===== src/rtl/mux3.sv =====
// Three-input data mux with a registered copy of the result.
// A saturating counter records clock edges that see the invalid select 2'b11.
module mux3 #(
  parameter int WIDTH = 32,
  parameter int CNT_W = 8
) (
  input  logic             clk,
  input  logic             reset,
  input  logic [WIDTH-1:0] d0,
  input  logic [WIDTH-1:0] d1,
  input  logic [WIDTH-1:0] d2,
  input  logic [1:0]       sel,
  output logic [WIDTH-1:0] y,
  output logic [WIDTH-1:0] y_q,
  output logic             sel_err,
  output logic [CNT_W-1:0] err_cnt
);

  logic [WIDTH-1:0] y_d;
  logic [WIDTH-1:0] y_q_d;
  logic             sel_err_d;
  logic [CNT_W-1:0] err_cnt_d;
  logic [CNT_W-1:0] err_cnt_q;

  // Select decode; the invalid code and any unknown select give zero
  always_comb begin
    y_d       = '0;
    sel_err_d = 1'b0;
    case (sel)
      2'b00:   y_d = d0;
      2'b01:   y_d = d1;
      2'b10:   y_d = d2;
      2'b11:   sel_err_d = 1'b1;
      default: y_d = '0;
    endcase
  end

  assign y       = y_d;
  assign sel_err = sel_err_d;

  // Next-state: follow y, count invalid selects until all ones
  always_comb begin
    y_q_d     = y_d;
    err_cnt_d = err_cnt_q;
    if (sel_err_d && (err_cnt_q != {CNT_W{1'b1}})) begin
      err_cnt_d = err_cnt_q + CNT_W'(1);
    end
  end

  // Registers cleared asynchronously while reset is high
  always_ff @(posedge clk or posedge reset) begin
    if (reset) begin
      y_q       <= '0;
      err_cnt_q <= '0;
    end else begin
      y_q       <= y_q_d;
      err_cnt_q <= err_cnt_d;
    end
  end

  assign err_cnt = err_cnt_q;

endmodule


===== config.mk =====
export PLATFORM = sky130hd
export DESIGN_NAME = mux3
export DESIGN_NICKNAME = d
export VERILOG_FILES = /design/src/rtl/mux3.sv
export SDC_FILE = /design/constraint.sdc
export NUM_CORES = 1
export LEC_CHECK = 0
export CAP_MARGIN = 15
export CORE_ASPECT_RATIO = 0.75
export CORE_UTILIZATION = 31
export DETAILED_ROUTE_END_ITERATION = 16
export GPL_TIMING_DRIVEN = 1
export PLACE_DENSITY = 0.85
export REMOVE_ABC_BUFFERS = 1
export SLEW_MARGIN = 25
export SYNTH_ARGS = -nofsm -noshare
export SYNTH_HDL_FRONTEND = slang
export SYNTH_SLANG_ARGS = --single-unit

===== constraint.sdc =====
create_clock -name clk -period 1.6 [get_ports clk]
set_input_delay 0.4 -clock clk [delete_from_list [all_inputs] [get_ports clk]]
set_output_delay 0.4 -clock clk [all_outputs]
set_load 0.02 [all_outputs]

[Yosys cells after proc, flatten, opt, wreduce, memory -nomap -nowiden]
Index checks and enable logic that the tools add are counted.
Storage, ports and cells
  register bits after elaboration: 40
  logic and storage cells: 11
  output and inout port bits: 73
Cells by class
  eq/ne operators: 4
  reduce and logical (&&, ||, !) cells: 2
  add/sub/neg operators: 1
  muxes and demuxes: 2
Operators by type and width (count)
  $pmux 32 s3: 1
  $add 8x1->8 const B: 1
  $ne 8x8->1 const B: 1
  $eq 2x2->1 const B: 2
  $eq 2x1->1 const B: 1
  $logic_not 2->1: 1
  $logic_and 1x1->1: 1
  $mux 1: 1

[Depth between registers and ports, before layout]
  depth after elaboration: 3
  gate-level depth with buffers: 6
  mapped depth without buffers: 4

[Worst setup path after synthesis]
OpenSTA, ideal clock, no wires.
  path kind: input to output
  start: in sel[0]
  end: out y[0]
  slack: -234 ps
  data arrival time: 1434 ps
  path buffers: 2
  cell stages on the path: 4
  path through: buf_4 -> buf_2 -> mux2i_1 -> o21ai_0
Between the ends
  longest elaborated chain between the ends: 2
  elaborated cells on any way between the ends: 4
  those cells by class: eq/ne: 2; mux: 1; reduce/logical: 1
Ends and longest elaborated chain
  start, declared: line 12  | input logic [1:0] sel,
  $eq 2x2->1, or another cell as far along: line 29  | case (sel)
  $pmux 32 s3 *: line 29
  end, declared: line 13  | output logic [WIDTH-1:0] y,
Every way passes the cells marked *; elsewhere a longest branch is shown, timed or not.

[Worst setup path in the final report]
  start: in sel[0]
  end: out y[3]
Same word-level chain as after synthesis.

==> impl_metrics.ini <==
[outcome]
run_status = complete, but fails checks
violations_in_the_final_reports = setup timing

[floorplan]
initial_core_util_pct = 32.5
number_of_top_level_pins = 173
die_w_um = 92.7
core_area_um2 = 5890
fp.dieArea_um2 = 6490
chipHeight_um = 70.0
placement_rows = 24

[hold_path]
holdCritPathClass = primary input to async pin

[global_route]
grt.total_usage_pct = 29.0
via_count_of_the_first_global_routing_pass = 2779
grt_max_degree = 29
globalRouteOverflowTotal = 0
wire_length_of_the_first_global_routing_pass_um = 14200
grt_antenna_before_repair = 0

[sta]
clock_skew_ps = 2.39
drv_slew = 0
final-setup-viol-count = 26
max_freq_ghz = 0.587
timing_hold_violations_final = 0
rsz0062_at_grt = true
timing.final.crit_period_ps = 1700
fin_crit_sh_pct = 106
final_critical_path_setup_slack_ps = -104
maxSlewHeadroom_pct = 75.0
tightest_slew_ps = 375

[cts]
cts_buffer_depth = 2
clk-insertion-delay-late_ps = 280
clock-sinks = 40
cts-htree-levels = 2
cts.root.buffer_cell = clkbuf_8
cts.clk_slew.worst_paths_ps = 80
cts_inserted_buffers = 5
tritoncts = done
hold_buffers = 0

[critical_path]
timing.critical_path.from_type = primary input
critPathKind = primary input to primary output
cell_breakdown_of_the_critical_path = buf_12, nor2b_4, buf_6, buf_16, nand2_4, o21ai_2, buf_6
timing.critical_path.required_ps = 1200
worst-path-max-fanout = 7
critical-path-top-cell-by-count = buf_6
cp_top_family = buffers and inverters
timing.critical_path.slowest_cell_delay_ps = 160
crit_path_top_delay_cell = nor2b_4
worst-endpoint-arrival_ps = 1300
timing.critical_path.to_type = primary output
timing.reg2reg.setup_slack_ps = 130
cp_num_buf_inv = 4

[flow_run]
max_cap_viol_count = 0

[synth]
postSynthAreaPerCell_um2 = 10.6
dominantRegCellSynth = dfrtp_1
postSynthCellCount = 180
number_of_enable_flip_flop_cells_after_synthesis = 0
yosys.cell_types.count = 28
ys.warnings.count = 0
ys_seq_elements = 40
synth_async_sr_flop_share_pct = 100
syn-cell-area_um2 = 1910
yosysSeqAreaShare_pct = 52.4

[route]
wl_um = 9930
wl_per_cell_um = 18.9
detailroute.via_count = 2612
detailedRoute.firstIterationViolations = 113
final_antenna_net_count = 0
drt-vias-per-instance = 4.98
drc = 0
detail_route.first_pass.iterations = 4

[finish]
number_of_inserted_filler_cells_in_the_final_layout = 294
layout-drive-gt1-share_pct = 47.7
antennaDiodeCount = 0
post-route-util_pct = 86.0
syn_to_final_growth_pct = 165
final_net_count = 548

[placement]
detailedPlacementHpwl_um = 5470
place_congestion = 0.826
buffer_ports.inserted = 172

[power]
vdd.ir_drop.worst_v = 0.000524
p_per_area_nw_per_um2 = 735
p_leak_uw = 0.00270
post-layout-total-power_uw = 3720
state kept, by name, indices dropped and copies added (netlist names):
name,flops
y_q,32
err_cnt,8
area by class of cell:
cell class	count	area, µm²	share of cell area [%]
Clock inverter	1	5.00	0.0989
Inverter	2	7.51	0.148
Clock buffer	6	72.6	1.43
Sequential cell	40	1000	19.8
Multi-Input combinational cell	127	1330	26.2
Tap cell	78	97.6	1.93
Timing Repair Buffer	271	2550	50.4
worst paths after layout:
| kind | startpoint | endpoint | depth (start not counted) |
|---|---|---|---|
| max in group asynchronous | reset | y_q[23] | 3 |
| min | reset | y_q[15] | 3 |
| min reg2reg | err_cnt[0] | err_cnt[0] | 1 |
| max | sel[0] | y[3] | 7 |
| min in group clk | err_cnt[0] | err_cnt[0] | 1 |
| max reg2reg | err_cnt[0] | err_cnt[1] | 4 |
per-layer routing:
| metal | vias to the layer above | wire, µm | track usage, % |
|---|---|---|---|
| li1 | 1161 | - | - |
| met1 | 1264 | 3420 | 29.6 |
| met2 | 157 | 5320 | 55.5 |
| met3 | 30 | 781 | 7.95 |
| met4 | 0 | 417 | 11.3 |
| met5 | - | 0 | 0 |
report_power, final:
group	internal, µW	switching, µW	leakage, µW
sequential	1160	102	0.000499
combinational	940	894	0.00216
clock	297	334	0.0000410
total	2390	1330	0.00270
cells by family after synthesis:
| kind of cell | count (synthesis) | share of synthesized area (%) |
|---|---|---|
| AND/OR/NAND/NOR | 50 | 12.3 |
| adder cells (fa/ha/maj) | 1 | 0.654 |
| buffers and inverters | 13 | 3.21 |
| XOR/XNOR | 2 | 0.916 |
| multiplexers | 36 | 19.1 |
| AO/OA/AOI/OAI | 38 | 11.5 |
| flip-flops | 40 | 52.4 |
per-stage QoR:
step / hold WS [ps] / worst slack (ps) / instance area, µm² / cells / TNS, ps
after floorplan: 603 / -649 / 1860 / 169 / -34550
after global placement: 522 / -947 / 4040 / 462 / -33640
after global routing: 454 / -126 / 5060 / 525 / -2560
after detailed placement: 522 / -983 / 4040 / 462 / -36090
final: 446 / -104 / 5060 / 525 / -1530
after CTS: 413 / -128 / 4900 / 522 / -1280
timing repair:
item                       CTS  global route
setup endpoints to repair   78            36
gates resized for setup    427            45
setup buffers               50             5
gates cloned                 4             0
pin swaps                   42             8
worst register-to-register path, delay by kind of cell, from the launching register on:
kind | cells | cell delay, ps
multiplexers | 1 | 340
adder cells (fa/ha/maj) | 1 | 190
AND/OR/NAND/NOR | 1 | 160
AO/OA/AOI/OAI | 1 | 270
flip-flops | 1 | 400
cell usage after synthesis, types with 3 or more instances:
cell	count	share of area, %
dfrtp_1	40	52
nand2_1	37	7.3
mux2i_1	32	17
o21ai_0	27	7.1
buf_2	7	1.8
o21ai_1	6	1.6
clkbuf_1	3	0.59
layout by cell type (no fill, tap or decap), drive strengths merged:
cell type	n
a2111oi	1
a211o	1
a21o	1
a21oi	2
and4	1
buf	133
clkbuf	7
clkdlybuf4s50	35
clkinv	2
dfrtp	40
dlygate4sd2	86
dlymetal6s2s	16
ha	1
inv	1
mux2	4
mux2i	32
nand2	38
nand2b	1
nand3	2
nand4	2
nor2	2
nor2b	1
nor3	2
nor4	1
o21ai	33
xnor2	1
xor2	1
No activity file was read; power rests on OpenSTA's default activity.
